## src/rtl/glitch_pulse_seq.sv

```systemverilog
// glitch_pulse_seq: multi-pulse glitch sequencer with per-pulse programmable delay and width
// Ports: cfg_we/cfg_addr/cfg_data write delay[k] (addr 2k) and width[k] (addr 2k+1), IDLE only;
//   pulse_count_i/trig_edge_i are latched by arm_i; disarm_i aborts; trigger_i is asynchronous;
//   pulse_o is the glitch output, busy_o = DELAY|PULSE, armed_o = ARMED, done_o = completion strobe.
// Optional: define GLITCH_SEQ_AUTO_REARM_EN to add auto_rearm_i (re-arm on completion).
module glitch_pulse_seq #(
  parameter int CNT_W      = 24,
  parameter int NUM_PULSES = 4,
  parameter int TRIG_SYNC  = 2
) (
  input  logic                              clk,
  input  logic                              rst,
  input  logic                              cfg_we,
  input  logic [$clog2(2*NUM_PULSES)-1:0]   cfg_addr,
  input  logic [CNT_W-1:0]                  cfg_data,
  input  logic [$clog2(NUM_PULSES+1)-1:0]   pulse_count_i,
  input  logic                              trig_edge_i,
  input  logic                              arm_i,
  input  logic                              disarm_i,
  input  logic                              trigger_i,
`ifdef GLITCH_SEQ_AUTO_REARM_EN
  input  logic                              auto_rearm_i,
`endif
  output logic                              pulse_o,
  output logic                              busy_o,
  output logic                              armed_o,
  output logic                              done_o
);
  localparam int AW = $clog2(2*NUM_PULSES);
  localparam int PW = $clog2(NUM_PULSES+1);
  localparam int KW = NUM_PULSES > 1 ? $clog2(NUM_PULSES) : 1;
  typedef enum logic [1:0] {IDLE, ARMED, DELAY, PULSE} state_t;
  state_t state_q, state_d;
  logic [CNT_W-1:0] dly_q [NUM_PULSES];
  logic [CNT_W-1:0] dly_d [NUM_PULSES];
  logic [CNT_W-1:0] wid_q [NUM_PULSES];
  logic [CNT_W-1:0] wid_d [NUM_PULSES];
  logic [CNT_W-1:0] cnt_q, cnt_d;
  logic [KW-1:0] k_q, k_d, last_q, last_d, nk;
  logic [TRIG_SYNC-1:0] sync_q, sync_d;
  logic prev_q, prev_d, pol_q, pol_d, pulse_q, pulse_d, done_q, done_d;
  logic trig_lvl, edge_hit, fin, cfg_ok;
  logic [PW-1:0] pc;
`ifdef GLITCH_SEQ_AUTO_REARM_EN
  localparam int BW = $clog2(TRIG_SYNC+1);
  logic [BW-1:0] blk_q, blk_d;
  // blk_q masks edges for TRIG_SYNC cycles after a re-arm so in-flight trigger history is dropped
  assign edge_hit = state_q == ARMED && blk_q == '0 && (pol_q ? trig_lvl && !prev_q : !trig_lvl && prev_q);
`else
  assign edge_hit = state_q == ARMED && (pol_q ? trig_lvl && !prev_q : !trig_lvl && prev_q);
`endif
  assign sync_d   = {sync_q[TRIG_SYNC-2:0], trigger_i};
  assign trig_lvl = sync_q[TRIG_SYNC-1];
  assign prev_d   = trig_lvl;
  assign nk       = k_q == KW'(NUM_PULSES-1) ? '0 : k_q + 1'b1;
  assign pc       = pulse_count_i == '0 ? PW'(1) :
                    pulse_count_i > PW'(NUM_PULSES) ? PW'(NUM_PULSES) : pulse_count_i;
  assign cfg_ok   = cfg_we && state_q == IDLE;
  assign pulse_o  = pulse_q;
  assign done_o   = done_q;
  assign busy_o   = state_q == DELAY || state_q == PULSE;
  assign armed_o  = state_q == ARMED;
  always_comb begin
    for (int i = 0; i < NUM_PULSES; i++) begin
      dly_d[i] = cfg_ok && cfg_addr == AW'(2*i) ? cfg_data : dly_q[i];
      wid_d[i] = cfg_ok && cfg_addr == AW'(2*i+1) ? cfg_data : wid_q[i];
    end
  end
  always_comb begin
    state_d = state_q;
    cnt_d   = cnt_q;
    k_d     = k_q;
    last_d  = last_q;
    pol_d   = pol_q;
    done_d  = 1'b0;
    fin     = 1'b0;
`ifdef GLITCH_SEQ_AUTO_REARM_EN
    blk_d   = blk_q == '0 ? '0 : blk_q - 1'b1;
`endif
    case (state_q)
      IDLE: if (arm_i) begin
        state_d = ARMED;
        pol_d   = trig_edge_i;
        last_d  = KW'(pc - 1'b1);
      end
      ARMED: if (edge_hit) begin
        state_d = DELAY;
        k_d     = '0;
        cnt_d   = dly_q[0];
      end
      DELAY: begin
        if (cnt_q != '0) cnt_d = cnt_q - 1'b1;
        else if (wid_q[k_q] != '0) begin
          state_d = PULSE;
          cnt_d   = wid_q[k_q] - 1'b1;
        end else if (k_q == last_q) fin = 1'b1;
        else begin
          k_d   = nk;
          cnt_d = dly_q[nk];
        end
      end
      PULSE: begin
        if (cnt_q != '0) cnt_d = cnt_q - 1'b1;
        else if (k_q == last_q) fin = 1'b1;
        else if (dly_q[nk] == '0 && wid_q[nk] != '0) begin
          // zero delay: next pulse continues the current one with no low gap
          k_d   = nk;
          cnt_d = wid_q[nk] - 1'b1;
        end else begin
          // the falling edge already spent one low cycle, so the gap counts from delay-1
          state_d = DELAY;
          k_d     = nk;
          cnt_d   = dly_q[nk] == '0 ? '0 : dly_q[nk] - 1'b1;
        end
      end
      default: state_d = IDLE;
    endcase
    if (fin) begin
      done_d  = 1'b1;
`ifdef GLITCH_SEQ_AUTO_REARM_EN
      state_d = auto_rearm_i ? ARMED : IDLE;
      blk_d   = auto_rearm_i ? BW'(TRIG_SYNC) : blk_d;
`else
      state_d = IDLE;
`endif
    end
    if (disarm_i && state_q != IDLE) begin
      state_d = IDLE;
      done_d  = 1'b0;
    end
    pulse_d = state_d == PULSE;
  end
  always_ff @(posedge clk) begin
    if (rst) begin
      state_q <= IDLE;
      dly_q   <= '{default: '0};
      wid_q   <= '{default: '0};
      cnt_q   <= '0;
      k_q     <= '0;
      last_q  <= '0;
      sync_q  <= '0;
      prev_q  <= 1'b0;
      pol_q   <= 1'b0;
      pulse_q <= 1'b0;
      done_q  <= 1'b0;
`ifdef GLITCH_SEQ_AUTO_REARM_EN
      blk_q   <= '0;
`endif
    end else begin
      state_q <= state_d;
      dly_q   <= dly_d;
      wid_q   <= wid_d;
      cnt_q   <= cnt_d;
      k_q     <= k_d;
      last_q  <= last_d;
      sync_q  <= sync_d;
      prev_q  <= prev_d;
      pol_q   <= pol_d;
      pulse_q <= pulse_d;
      done_q  <= done_d;
`ifdef GLITCH_SEQ_AUTO_REARM_EN
      blk_q   <= blk_d;
`endif
    end
  end
endmodule

```

## config.mk

```make
export PLATFORM = sky130hd
export DESIGN_NAME = glitch_pulse_seq
export DESIGN_NICKNAME = d
export VERILOG_FILES = /design/src/rtl/glitch_pulse_seq.sv
export SDC_FILE = /design/constraint.sdc
export NUM_CORES = 1
export LEC_CHECK = 0
export ABC_AREA = 1
export BUFFER_PORTS_ARGS = -buffer_cell sky130_fd_sc_hd__clkbuf_2
export CORE_MARGIN = 5
export CORE_UTILIZATION = 25
export DETAILED_ROUTE_END_ITERATION = 6
export GPL_TIMING_DRIVEN = 0
export SLEW_MARGIN = 5
export SYNTH_ARGS = -nofsm -noshare
export SYNTH_HDL_FRONTEND = slang
export SYNTH_SLANG_ARGS = --single-unit
```

## constraint.sdc

```tcl
create_clock -name clk -period 2.85 [get_ports clk]
set_clock_uncertainty 0.2 [all_clocks]
set_input_delay 0.4275 -clock clk [delete_from_list [all_inputs] [get_ports clk]]
set_output_delay 0.4275 -clock clk [all_outputs]
set_load 0.005 [all_outputs]
```

==> results.json <==
{
  "utilization_pct": 32.1,
  "clock_power_share_pct": 36.6,
  "rows": 90,
  "fin_ws_ns": -0.431,
  "initial_utilization_pct": 25.1,
  "worstMarginPinSlew_ns": 0.985,
  "ys_dominant_reg_cell": "dfxtp_1",
  "drt_iter0_drc": 2453,
  "ys_types": 39,
  "worst-setup-path-type": "reg2reg",
  "dp.cells": 3441,
  "p_total_mw": 9.70,
  "synth_edf_count": 0,
  "cp_max_fo": 5,
  "synth_top_cell_by_area": "dfxtp_1",
  "postRouteAntennaNets": 0,
  "synth_area_mm2": 0.0151,
  "vdd_ir_drop_max_uv": 392,
  "path_buf_inv": 9,
  "p_leak_nw": 9.11,
  "finalHoldViolations": 0,
  "synth_area_leaders": "dfxtp_1, nand2_1, nor2_1, o21ai_0, nand3_1",
  "placed_area_mm2": 0.0163,
  "critPathMaxStageDelay_ns": 0.38,
  "slowest_stage": "dfxtp_4",
  "grt_pass1_wl_um": 109000,
  "fp.dieW_um": 256,
  "numCtsBuffers": 27,
  "grt_start_max_net_pins": 13,
  "grt_antenna_before_repair": 1,
  "postSynthCellCount": 2625,
  "clock_path_buffers": 3,
  "grt.overflow.total": 0,
  "finalSetupViolations": 29,
  "drv_slew": 0,
  "grt_pass1_vias": 16800,
  "synth_most_common_cell": "nand2_1",
  "ys_seq_area_share_pct": 30.2,
  "finalCritPeriodShare_pct": 115,
  "die-area_mm2": 0.0654,
  "portBuffers": 34,
  "cts_tree": "built",
  "cts-root-buf": "clkbuf_16",
  "pwr-share-comb_pct": 28.4,
  "ys_top_cells_by_count": "nand2_1, nor2_1, o21ai_0",
  "clk_pin_slew_ns": 0.06,
  "sequentialPowerShare_pct": 35.0,
  "critical-path-top-delay-family": "simple AND/OR/NAND/NOR gates",
  "maxCapViolCount": 0,
  "violations": "setup timing",
  "route.detailed.drc": 0,
  "period_needed_ns": 3.28,
  "io_pins": 41,
  "die_y_um": 256,
  "antenna_cells": 0,
  "core_area_mm2": 0.0601,
  "num_vias": 18500,
  "ys_warn_count": 0,
  "insertion_delay_ns": 0.56,
  "h-tree-depth": 1,
  "gp_congestion": 0.996,
  "ys_ff_latch": 228,
  "hold_path_class": "in2reg",
  "fmaxAchievable_mhz": 305,
  "outcome": "complete, but fails checks",
  "crit_arrival_ns": 3.57,
  "layout-drive-gt1-share_pct": 17.3,
  "fin_area_mm2": 0.0193,
  "holdWs_ns": 0.0168,
  "critPathLaunchType": "flop",
  "syn_area_per_cell_um2": 5.76,
  "syn_nets": 2671,
  "cp.required_ns": 3.14,
  "drt-vias-per-instance": 5.18,
  "stdcell_count": 3567,
  "rsz0062_at_grt": "true",
  "netSwitchingPower_mw": 3.44,
  "p_per_area_mw_per_mm2": 503,
  "track_usage_pct": 21.8,
  "layout.nets": 2811,
  "netSwitchingFraction_pct": 35.4,
  "cellInternalPower_mw": 6.26,
  "cpMostUsedCell": "buf_12",
  "wl_per_cell_um": 21.1,
  "clock-sinks": 228,
  "synth_top_area_share_pct": 30.2,
  "totalWireLength_um": 75400,
  "critical_path.endpoint_type": "flop",
  "synthToLayoutAreaGrowth_pct": 27.6,
  "synth-async-reset-ratio_pct": 0,
  "max_slew_margin_pct": 34.3,
  "dp_hpwl_um": 56700,
  "first_pass_iters": 6
}
[per-stage QoR]
| stage | TNS [ns] | worst slack, ns |
|---|---|---|
| after floorplan | -0.0142 | -0.0131 |
| after global placement | -55.30 | -1.44 |
| after detailed placement | -54.56 | -1.44 |
| after CTS | -9.40 | -0.386 |
| after global routing | -12.87 | -0.505 |
| final | -10.14 | -0.431 |
[final cells by class]
type / count / area [µm²]
well taps: 782 / 978
plain buffers: 143 / 1190
inverters: 231 / 898
fillers: 6781 / 40900
multi-input cells: 2023 / 9910
repair buffers: 111 / 837
clock buffers: 39 / 781
flip-flops and latches: 228 / 4570
clock inverters: 10 / 110
[power by group through the flow]
stage               Sequential [mW]  Clock, mW  Combinational, mW
global placement               3.46          0               2.18
floorplan                      3.43          0               1.46
CTS                            3.39       3.57               2.52
detailed placement             3.46          0               2.17
global route                   3.40       3.69               2.97
finish                         3.39       3.56               2.76
[worst paths after layout]
check | slack (ns) | depth (start not counted) | end | from
worst min register to register | 0.21 | 2 | sync_q[1]$_SDFF_PP0_ | sync_q[0]$_SDFF_PP0_
worst min-delay path | 0.02 | 4 | pol_q$_SDFFE_PP0P_ | arm_i
worst max register to register | -0.43 | 25 | cnt_q[1]$_SDFFE_PP0P_ | k_q[0]$_SDFFE_PP0P_
worst max-delay path | -0.43 | 25 | cnt_q[1]$_SDFFE_PP0P_ | k_q[0]$_SDFFE_PP0P_
[kinds of logic after synthesis]
kind of cell	synth area share [%]
flops	30.2
simple gates	40.8
buf+inv	10.4
fa+ha+maj	0.745
xor+xnor	2.09
compound gates	15.8
[timing repair]
item,CTS,global route
endpoints found under the setup margin,191,124
setup buffers,54,17
gates resized for setup,310,137
hold buffers,5,0
pin swaps,52,63
gates cloned,3,0
hold endpoints to repair,9,0
[metal layers]
metal / track usage (%) / part of all wire (%)
met1: 29.5 / 41
met3: 3.52 / 9.9
met2: 33.3 / 42
met5: 0 / 0.017
met4: 11.6 / 6.5
[registers in the layout (all words and copies together), names as in the netlist]
register / flops
state_q: 2
dly_q: 96
last_q: 2
pol_q: 1
wid_q: 96
cnt_q: 24
k_q: 2
prev_q: 1
sync_q: 2
pulse_o: 1
done_o: 1
[cell usage in the layout, fill, tap and decap left out, drive strengths merged, types with 2 or more instances in the layout]
cell,instances
xor2,29
nand4,17
nor3,10
nand2,849
dfxtp,228
nor4,5
dlygate4sd3,5
clkbuf,153
nand3b,3
buf,135
a21oi,173
o211ai,5
nand3,246
bufinv,2
o21ai,272
o22ai,9
o21bai,3
a32o,2
inv,227
ha,9
or2,2
nor2,377
clkinv,11
xnor2,7
a31oi,2
[tightest hold or removal path, delay by kind of cell]
kind / cells / cell delay (ns)
buf+inv: 2 / 0.16
simple gates: 2 / 0.14
Power figures use the tool's default switching activity.
